[src/rtl/sig_shaper.sv]
// Level shaper: queues requested output levels in a small FIFO and replays them
// on sig_out, holding every change for at least MIN_HOLD+1 clock edges.
module sig_shaper #(
  parameter int unsigned MIN_HOLD = 4,
  parameter int unsigned DEPTH    = 4
) (
  input  logic p_clk_in,
  input  logic p_rst,
  input  logic lvl_in,
  input  logic lvl_valid,
  output logic lvl_ready,
  output logic sig_out,
  output logic busy,
  output logic dbg_state
);

  localparam int unsigned PW = $clog2(DEPTH);
  localparam int unsigned CW = $clog2(DEPTH) + 1;

  typedef enum logic {
    IDLE = 1'b0,
    HOLD = 1'b1
  } state_e;

  // Handshake: a request transfers on a rising edge where lvl_valid and
  // lvl_ready are both high; lvl_ready depends only on FIFO fullness and
  // reset, never on lvl_valid, so the producer may hold a request pending.

  state_e          state_q, state_d;
  logic [7:0]      cnt_q, cnt_d;
  logic            sig_q, sig_d;
  logic [DEPTH-1:0] mem_q;
  logic [PW-1:0]   wr_ptr_q, rd_ptr_q;
  logic [CW-1:0]   count_q, count_d;
  logic            full, empty, push, pop, head;

  assign full      = (count_q == CW'(DEPTH));
  assign empty     = (count_q == '0);
  assign lvl_ready = !full && !p_rst;
  assign push      = lvl_valid && lvl_ready;
  assign head      = mem_q[rd_ptr_q];
  assign sig_out   = sig_q;
  assign busy      = (state_q == HOLD) || !empty;
  assign dbg_state = state_q;

  always_comb begin
    state_d = state_q;
    cnt_d   = cnt_q;
    sig_d   = sig_q;
    pop     = 1'b0;
    case (state_q)
      IDLE: begin
        if (!empty) begin
          pop = 1'b1;
          // A head equal to the current level is consumed without a hold.
          if (head != sig_q) begin
            sig_d   = head;
            cnt_d   = 8'(MIN_HOLD - 1);
            state_d = HOLD;
          end
        end
      end
      HOLD: begin
        if (cnt_q != 8'd0) cnt_d = cnt_q - 8'd1;
        else               state_d = IDLE;
      end
      default: state_d = IDLE;
    endcase
  end

  always_comb begin
    count_d = count_q;
    case ({push, pop})
      2'b10:   count_d = count_q + CW'(1);
      2'b01:   count_d = count_q - CW'(1);
      default: count_d = count_q;
    endcase
  end

  always_ff @(posedge p_clk_in) begin
    if (p_rst) begin
      state_q  <= IDLE;
      cnt_q    <= 8'd0;
      sig_q    <= 1'b0;
      wr_ptr_q <= '0;
      rd_ptr_q <= '0;
      count_q  <= '0;
    end else begin
      state_q <= state_d;
      cnt_q   <= cnt_d;
      sig_q   <= sig_d;
      count_q <= count_d;
      if (push) wr_ptr_q <= wr_ptr_q + PW'(1);
      if (pop)  rd_ptr_q <= rd_ptr_q + PW'(1);
    end
  end

  // Storage needs no reset: entries are only read behind a non-zero count.
  always_ff @(posedge p_clk_in) begin
    if (push) mem_q[wr_ptr_q] <= lvl_in;
  end

endmodule

[config.mk]
export PLATFORM = sky130hd
export DESIGN_NAME = sig_shaper
export DESIGN_NICKNAME = d
export VERILOG_FILES = /design/src/rtl/sig_shaper.sv
export SDC_FILE = /design/constraint.sdc
export NUM_CORES = 1
export LEC_CHECK = 0
export CORE_MARGIN = 4
export CORE_UTILIZATION = 51
export CTS_CLUSTER_SIZE = 28
export DETAILED_ROUTE_END_ITERATION = 10
export PLACE_DENSITY = 0.77
export SLEW_MARGIN = 30
export SYNTH_ARGS = -nofsm -noshare
export SYNTH_HDL_FRONTEND = slang
export SYNTH_SLANG_ARGS = --single-unit
[constraint.sdc]
create_clock -name p_clk_in -period 2 [get_ports p_clk_in]
set_input_delay 0.4 -clock p_clk_in [delete_from_list [all_inputs] [get_ports p_clk_in]]
set_output_delay 0.4 -clock p_clk_in [all_outputs]
set_load 0.03 [all_outputs]
* After elaboration in Yosys (flattened, before gate mapping)
Cells that the tools add are included.
** Word-level totals
- Register bits :: 21
- Input bits :: 4
- Output and inout port bits :: 4
- Word-level logic and storage cells :: 52
** Operators by class
- Add/sub/neg operators :: 5
- Order comparisons :: 3
- Equal/unequal tests :: 7
- Muxes and demuxes :: 16
- Bitwise gates (word level) :: 2
- Reduce and logical (&&, ||, !) cells :: 12
** Operators by type and width (count)
- two-way mux 8 bit :: 3
- one-hot mux 8 bit (2 select lines) :: 1
- nonzero test 8 bit :: 1
- subtractor 8 x 1 -> 8 bit, second input constant :: 1
- two-way mux 1 bit :: 7
- less-than comparator 2 x 3 -> 1 bit, second input constant :: 2
- one-hot mux 3 bit (2 select lines) :: 1
- AND reduction 3 bit :: 2
- adder 2 x 1 -> 2 bit, second input constant :: 2
- bitwise mux 4 bit :: 1
- != test 2 bit, second input constant :: 2
- adder 3 x 1 -> 3 bit, second input constant :: 1
- equality test 3 bit, second input constant :: 1
- logical AND 1 bit :: 3
- logical NOT 1 bit :: 3
- logical NOT 3 bit :: 1
- subtractor 3 x 1 -> 3 bit, second input constant :: 1
- binary-select mux 1 bit (select 2 bit) :: 1
- demux 1 bit (select 2 bit) :: 1
- equality test 2 x 1 -> 1 bit, second input constant :: 1
- equality test 2 bit, second input constant :: 1
- >= comparator 2 x 1 -> 1 bit, second input constant :: 1
- != test 2 x 1 -> 1 bit, second input constant :: 1
- inverter 1 bit :: 2
- 4 further kinds :: 4

* Longest topological paths before layout
Gate-level depths: netlist of run 1.
- Depth in word-level cells :: 6
- Depth in mapped cells :: 9
- Mapped depth without buffers :: 9

* Worst setup path after synthesis of run 1
OpenSTA, ideal clock, no wires.
- Path kind :: register to register
- Start :: register state_q, in the netlist dbg_state
- End :: register count_q[2]
- Library setup time :: 71 ps
- Arrival :: 2038 ps
- Required time :: 1929 ps
- Path slack :: -108 ps
- Cell stages (with the launch flop) :: 9
- Buffers on the path :: 1
- Clock period less this slack :: 2108 ps
- Cell sequence :: dfxtp_1 > buf_4 > nor2_1 > ha_1 > inv_1 > fa_1 > xor2_1 > or3_1 > a21oi_1
** Between the ends
- Word-level cells in the longest chain between the ends :: 3
- Elaborated cells on any way between the ends :: 5
- Classes of those cells :: eq/ne (2); mux (2); reduce/logical (1)
** Ends and longest elaborated chain
- start: declaration :: RTL line 29 : state_e state_q, state_d;
- start signal: assignment :: RTL line 89 : state_q <= state_d;
- two-way mux 1 bit * :: RTL line 51 : case (state_q)
- net pop :: RTL line 35 : logic full, empty, push, pop, head;
- equality test 2 x 1 -> 1 bit / equality test 2 bit (equally long branches) :: RTL line 73 : case ({push, pop})
- one-hot mux 3 bit (2 select lines) / nonzero test 2 bit (equally long branches)
- end signal: assignment :: RTL line 92 : count_q <= count_d;
- end: declaration :: RTL line 34 : logic [CW-1:0] count_q, count_d;
Mark *: on every way through the listed nets, which the timed path passes. The rest lies on a longest branch.
A chain may end at the register's enable or synchronous reset.

* Worst setup path after layout of run 1
- Start :: register state_q, in the netlist dbg_state
- End :: output dbg_state
** RTL lines
- end: declaration :: RTL line 14 : output logic dbg_state
No word-level cell between the ends.

==> summary.md, run 1 <==
| Metric | Value |
|---|---|
| Vias in the first global route | around 810 |
| Layout cells sized above 1 | 21.5% |
| Die ar. | about 3000 um^2 |
| Pre-CTS setup slack | -0.295 ns |
| Initial antenna violation count | 0 |
| CP startpoint kind | register |
| Max FO, Critical Path | 12 |
| Initial core utilization | 55.4% |
| Clock power share | 9.7% |
| Max Cap Viol | 0 |
| P per Cell Area | 1630 nW/um^2 |
| Initial DRC count | 15 |
| Peak supply drop | 0.000911 V |
| Die height | ~55 um |
| Relative slew margins | a little under two thirds |
| Num CTS Buffers | 3 |
| Yosys warning count | 0 |
| Pins Over Slew Limit | 0 |
| Area grow syn2layout | 17.3% |
| Clock-pin slew on the worst setup and hold paths | 0.12 ns |
| Fin. Hold Viols | 0 |
| DP Wirelength | around 1500 um |
| First-pass GRT wire length | 3460 um |
| Final setup viols | 0 |
| Mapped Cells | 114 |
| Psw | roughly 0.94 mW |
| DRC | 0 |
| Final worst path period need | 1.93 ns |
| Status | complete, no violations |
| Fmax | 517 MHz |
| Syn Nets | 126 |
| Total power draw | 2.16 mW |
| N_diodes | 0 |
| Core Region | 2040 um^2 |
| Critical path required time | approximately 1.6 ns |
| Sequential-to-total area share from yosys stat | 40.7% |
| 1st-pass router iterations | 4 |
| LEAKAGE | around 0.5 nW |
| Root Buffer | clkbuf_4 |
| Routed len/inst | around 13 um |
| Clock Latency Late Sink | roughly 0.31 ns |
| Via count | 843 |
| Clk_skew | 0.00276 ns |
| Sw Ratio | 43.6% |
| Largest net degree at the start of global routing | 20 |
| Clk buf depth | 2 |
| Die Wd | ~55 um |
| Hold slack | approximately 0.54 ns |
| # IOs | 8 |
| Combinational share of power | 57.9% |
| # rows | 16 |
| DR vias/cell | roughly 5.4 |
| Crit Path Category | register to output port |
| Period utilization | 96.7% |
| Critical Path End Type | output port |
| Reg power frac | 32.4% |
| CTS tree | done |
| RePlAce Congestion | 0.742 |
| Clock sink count | 21 |
| Total track usage | 16.1% |
| Input/output buffers | 7 |
| Post-Route WL | 2050 um |
| Setup WS post-layout | about 0.067 ns |
| Synthesized area per cell | about 10 um^2 |
| Yosys reg bits | 21 |
| Mapped Area | 1130 um^2 |
| Arr. time, crit path | approximately 1.5 ns |
| Slew @ Worst Pin | 0.547 ns |
| Worst min-delay path class | primary input to register |
| Final Net Count | 143 |
| Final ANT Viol Nets | 0 |
| Power Internal | 1.22 mW |
| H-Tree Depth | 1 |
| Overflow after GRT | 0 |
| Netlist cell types | 38 |
==> placed cells by master (no fill, tap or decap), types with 3 or more instances in the layout <==
| cell type | n |
|---|---|
| inv_1 | 12 |
| dfxtp_4 | 3 |
| nand2_1 | 3 |
| a21oi_1 | 5 |
| nand3b_1 | 3 |
| clkbuf_4 | 3 |
| xnor2_1 | 3 |
| dfxtp_1 | 13 |
| nor2_1 | 11 |
| ha_1 | 6 |
| buf_4 | 9 |
| nand3_1 | 4 |
| o21ai_0 | 5 |
| clkdlybuf4s50_1 | 4 |
| edfxtp_1 | 4 |
| and2_1 | 4 |
| nor3_1 | 3 |
==> repair_timing <==
action | CTS | global route
pin swaps | 0 | 4
setup endpoints to repair | 2 | 2
hold buffers | 0 | 0
buffers inserted | 0 | 1
gates resized for setup | 4 | 9
==> metrics by stage <==
step / TNS, ns / cells / instance area (um^2) / utilization [%]
6_report: 0 / 157 / 1330 / 65.0
5_1_grt: -0.0147 / 157 / 1330 / 65.0
4_1_cts: 0 / 156 / 1290 / 63.4
3_5_place_dp: -0.500 / 152 / 1260 / 61.9
3_3_place_gp: -0.343 / 152 / 1260 / 61.9
2_1_floorplan: 0 / 114 / 1130 / -
==> cells in the mapped netlist <==
master | number | area, um^2
dfxtp_1 | 17 | 340
nor2_1 | 13 | 48.8
inv_1 | 12 | 45.0
ha_1 | 7 | 87.6
a21oi_1 | 6 | 30.0
o21ai_0 | 5 | 25.0
and2_1 | 4 | 25.0
edfxtp_1 | 4 | 120
nand3_1 | 4 | 20.0
nand2_1 | 3 | 11.3
nand3b_1 | 3 | 22.5
nor3_1 | 3 | 15.0
xnor2_1 | 3 | 26.3
a211o_1 | 2 | 17.5
mux2i_1 | 2 | 20.0
nor3_4 | 2 | 32.5
o31a_1 | 2 | 17.5
xor2_1 | 2 | 17.5
a2111o_1 | 1 | 11.3
a211oi_2 | 1 | 12.5
a21boi_0 | 1 | 7.51
a31oi_1 | 1 | 6.26
buf_4 | 1 | 7.51
clkbuf_1 | 1 | 3.75
clkbuf_8 | 1 | 13.8
fa_1 | 1 | 20.0
mux4_2 | 1 | 22.5
nand2b_1 | 1 | 6.26
nor3b_1 | 1 | 7.51
nor4_2 | 1 | 12.5
nor4b_2 | 1 | 15.0
o21a_1 | 1 | 7.51
o311ai_0 | 1 | 8.76
o31ai_1 | 1 | 7.51
o32ai_1 | 1 | 8.76
or3_1 | 1 | 6.26
or4_1 | 1 | 7.51
xnor2_2 | 1 | 16.3
==> critical path, stage by stage (launching register included) <==
cell             delay [ns]
dfxtp_2                0.35
buf_4                  0.18
clkdlybuf4s50_1        0.69
==> kinds of logic after synthesis <==
| family | after synthesis | synth area share [%] |
|---|---|---|
| mux | 3 | 3.76 |
| flops | 21 | 40.7 |
| xor+xnor | 6 | 5.31 |
| buf+inv | 15 | 6.19 |
| simple gates | 38 | 20.4 |
| fa+ha+maj | 8 | 9.51 |
| compound gates | 23 | 14.2 |
==> final cells by class <==
type                       count  area, um^2
clock buffer                   4        26.3
fill                         190         716
inverter                      12        45.0
multi-input combinational     78         619
sequential                    21         473
tap                           27        33.8
timing repair buffer          15         129
==> sequential cells by signal, indices dropped and copies added (netlist names) <==
name,count
rd_ptr_q,2
wr_ptr_q,2
mem_q,4
cnt_q,8
dbg_state,1
count_q,3
sig_out,1
==> path summary, 6_finish.rpt <==
path / start / end / slack, ns / cells past startpoint
worst min-delay path: p_rst / count_q[2] / 0.54 / 3
worst max-delay path: dbg_state / dbg_state / 0.07 / 2
worst min register to register: cnt_q[1] / cnt_q[1] / 0.54 / 1
worst max register to register: count_q[1] / count_q[2] / 0.08 / 9
==> power by group through the flow <==
stage / Clock [mW] / Combinational (mW) / Sequential (mW)
after detailed placement: 0 / 1.22 / 0.689
after floorplan: 0 / 0.828 / 0.701
after global routing: 0.235 / 1.38 / 0.718
after CTS: 0.217 / 1.21 / 0.685
final: 0.210 / 1.25 / 0.700
after global placement: 0 / 1.17 / 0.678
==> metal layers <==
metal	share of wire (%)	wire (um)	vias to the layer above	global-route usage, %
met4	1.0	21	0	5.67
met3	4.2	85	4	5.63
met1	46	949	391	18.5
met2	48	993	15	27.4
li1	-	-	433	-
met5	0	0	-	0
Note: power is estimated with default switching activity, not from simulation.
==> run 2: changes to the inputs <==
- CTS_CLUSTER_DIAMETER: unset -> 40
==> results of run 2 <==
Final layout, timing and power as in run 1 (identical DEF).
==> run 3: changes to the inputs <==
- ABC_AREA: unset -> 1
- REMOVE_ABC_BUFFERS: unset -> 1
==> run 3 against run 2 <==
  * Setup slack better by 0.054 ns
  * Final area increased by 3.5%
  * Sequential power down 2%
  * Synthesized cell count grew 41%
  * Non-clock buffer count is 2 lower
  * Core utilization down 4.1 points
  * Worst hold slack lost 0.060 ns
  * Synthesized area increased by 7.9%
  * Largest power group unchanged
  * Die area rose by 6.7%
  * Via count grew 18%
==> summary.md, run 3 <==
| Metric | Value |
|---|---|
| Input/output buffers | 7 (unchanged) |
| H-Tree Depth | 1 (unchanged) |
| Yosys warning count | 0 (unchanged) |
| Flop2flop setup slack | 0.22 ns (+0.14 ns) |
| Synthesized area per cell | 7.58 um^2 (-24%) |
| Die Wd | 56.9 um (+3.3%) |
| Number of synthesized flops with an enable pin | 4 (unchanged) |
| Clock power share | 8.5% (-1.2 points) |
| # IOs | 8 (unchanged) |
| Clock Latency Late Sink | 0.30 ns (about the same) |
| Sw Ratio | 48.7% (+5.2 points) |
| Synth area leaders | dfxtp_1 28%, edfxtp_1 9.8%, nand2_1 8.0%, inv_1 7.7%, ha_1 7.2% |
| Final Net Count | 188 (+31%) |
| Arr. time, crit path | 1.48 ns (-0.05 ns) |
| Final setup viols | 0 (unchanged) |
| Initial antenna violation count | 0 (unchanged) |
| Status | complete, no violations |
| Clk_skew | 0.00373 ns (+0.000973 ns) |
| WHS Endpoint | cnt_q[1] |
| # rows | 17 (+1) |
| Worst path cell trace | clkdlybuf4s50_1 |
| Worst Hold Depth | 2 (-1) |
| Area leader, netlist | dfxtp_1 |
| Total track usage | 14.1% (-2.0 points) |
| Hold_sp | cnt_q[1] |
| N_diodes | 0 (unchanged) |
| Num CTS Buffers | 3 (unchanged) |
| RSZ-0062 raised after global routing | no |
| Commonest cells post-synth | 26 x nand2_1, 25 x inv_1, 20 x nor2_1 |
| RePlAce Congestion | 0.811 (+9.2%) |
| 1st-pass router iterations | 4 (unchanged) |
| Largest Register | cnt_q |
| Post-Route WL | 2070 um (+1.2%) |
| CP max stage delay | 0.72 ns (+0.03 ns) |
| Initial core utilization | 54.1% (-1.3 points) |
| Fmax | 532 MHz (+2.9%) |
| Period utilization | 94.0% (-2.7 points) |
| Dpl cell area | 1350 um^2 (+6.5%) |
| Psw | 1.16 mW (+24%) |
| Pre-CTS setup slack | -0.235 ns (+0.0600 ns) |
| P per Cell Area | 1740 nW/um^2 (+6.6%) |
| Mapped Area | 1220 um^2 (+7.9%) |
| Peak supply drop | 0.00135 V (+48%) |
| Clk buf depth | 2 (unchanged) |
| Final ANT Viol Nets | 0 (unchanged) |
| Max Cap Viol | 0 (unchanged) |
| Root Buffer | clkbuf_4 |
| Biggest regs | cnt_q: 8 flops, mem_q: 4 flops, count_q: 3 flops |
| Cell area after layout | 1370 um^2 (+3.5%) |
| Reg-to-Reg Start | count_q[0] |
| Clock sink count | 21 (unchanged) |
| Crit Path Category | register to output port |
| Crit path depth | 1 (-1) |
| Worst R2R Path Depth | 10 (+1) |
| Buf/Inv on CP | 1 (-1) |
| Largest net degree at the start of global routing | 14 (-30%) |
| Via count | 993 (+18%) |
| Setup WS post-layout | 0.121 ns (+0.0537 ns) |
| Fin. Hold Viols | 0 (unchanged) |
| Worst min-delay path class | register to register |
| Cts hold-fix bufs | 0 (unchanged) |
| Slew @ Worst Pin | 0.407 ns (-0.140 ns) |
| Overflow after GRT | 0 (unchanged) |
| Clock-pin slew on the worst setup and hold paths | 0.11 ns (about the same) |
| Critical R2R Capture | count_q[2] |
| Die height | 56.9 um (+3.3%) |
| Count leader, synth | nand2_1 |
| Initial DRC count | 21 (+6) |
| Max FFs per register | 8 (unchanged) |
| CP startpoint kind | register |
| DP Wirelength | 1600 um (+6.7%) |
| Layout cells sized above 1 | 20.0% (-1.5 points) |
| CTS tree | done |
| Top cell type's share of synthesized area | 27.9% (-2.2 points) |
| CP max-delay cell | clkdlybuf4s50_1 |
| Die ar. | 3240 um^2 (+6.7%) |
| Netlist cell types | 28 (-26%) |
| Routed len/inst | 10.2 um (-22%) |
| Sequential-to-total area share from yosys stat | 37.7% (-3.0 points) |
| Critical Path End Type | output port |
| Core Region | 2250 um^2 (+10%) |
| Main synth FF type | dfxtp_1 |
| Combinational share of power | 62.8% (+4.9 points) |
| Hold slack | 0.480 ns (-0.0603 ns) |
| Pins Over Slew Limit | 0 (unchanged) |
| Top cell family by delay on the critical path | buffers and inverters |
| Area grow syn2layout | 12.5% |
| Relative slew margins | 72.8% (+9.4 points) |
| First-pass GRT wire length | 3750 um (+8.2%) |
| Final worst path period need | 1.88 ns (-0.0537 ns) |
| Fill cell count | 230 (+21%) |
| LEAKAGE | 0.618 nW (+24%) |
| DRC | 0 (unchanged) |
| DR vias/cell | 4.89 (-8.9%) |
| Reg power frac | 28.7% (-3.7 points) |
| Power Internal | 1.22 mW (+0.19%) |
| Critical path required time | 1.60 ns (about the same) |
| Vias in the first global route | 951 (+18%) |
| Max FO, Critical Path | 4 (-8) |
| Most frequent cells in the layout | 26 x nand2_1, 25 x inv_1, 20 x nor2_1 |
| Mapped Cells | 161 (+41%) |
| Async set or reset register ratio after synthesis | 0% (unchanged) |
| Final core occ | 60.9% (-4.1 points) |
| Commonest non-fill, non-tap cell in the layout | nand2_1 |
| Yosys reg bits | 21 (unchanged) |
-- run 3: cell types whose count changed after synthesis, sizes merged, moves of 5 or more --
cell,previous run,this run
nor2,13,24
nand2,3,35
nand3,4,14
o21ai,5,10
inv,12,29
-- run 3: what timing repair did --
item | in CTS | in global routing
setup buffers | 0 | 0
resized for setup | 1 | 2
hold endpoints to repair | 0 | 0
endpoints found under the setup margin | 1 | 1
pin swaps | 0 | 1
-- run 3: power by group through the flow --
stage | Sequential (mW) | Clock [mW] | Combinational (mW)
2_1_floorplan | 0.711 | 0 | 1.11
3_3_place_gp | 0.689 | 0 | 1.46
3_5_place_dp | 0.694 | 0 | 1.51
4_1_cts | 0.684 | 0.210 | 1.50
5_1_grt | 0.706 | 0.229 | 1.71
6_report | 0.685 | 0.202 | 1.50
-- run 3: worst max path at each step --
stage / end / from
3_5_place_dp: count_q[2] / p_rst
5_1_grt: count_q[2] / p_rst
4_1_cts: count_q[2] / p_rst
2_1_floorplan: count_q[1] / count_q[1]
6_report: dbg_state / dbg_state
3_3_place_gp: count_q[2] / p_rst
-- run 3: area by class of cell --
cell class	count	area, um^2	area share, %
multi-input cells	108	629	45.9
clock buffers	3	22.5	1.64
inverters	29	109	7.93
clock inverters	1	5.00	0.365
well taps	28	35.0	2.55
flip-flops and latches	21	460	33.5
repair buffers	13	111	8.11
-- run 3: kinds of logic (layout without fill, tap and decap cells) --
family	Yosys count	count (layout)	synth area share (%)
simple gates	78	78	32.7
xor+xnor	1	1	0.718
fa+ha+maj	8	8	8.82
buf+inv	32	46	10.7
flops	21	21	37.7
compound gates	21	21	9.33
-- run 3: routing by layer --
| metal | routed length, um | global-route usage, % |
|---|---|---|
| met2 | 987 | 24.5 |
| met3 | 35 | 2.53 |
| met4 | 28 | 4.97 |
| met5 | 0 | 0 |
| met1 | 1020 | 17.3 |
-- run 3: through the flow --
step | TNS (ns) | cells | power [mW]
final | 0 | 203 | 2.39
after global routing | 0 | 203 | 2.64
after CTS | 0 | 203 | 2.40
after detailed placement | -0.335 | 199 | 2.21
after global placement | -0.183 | 199 | 2.15
after floorplan | -0.721 | 158 | 1.82
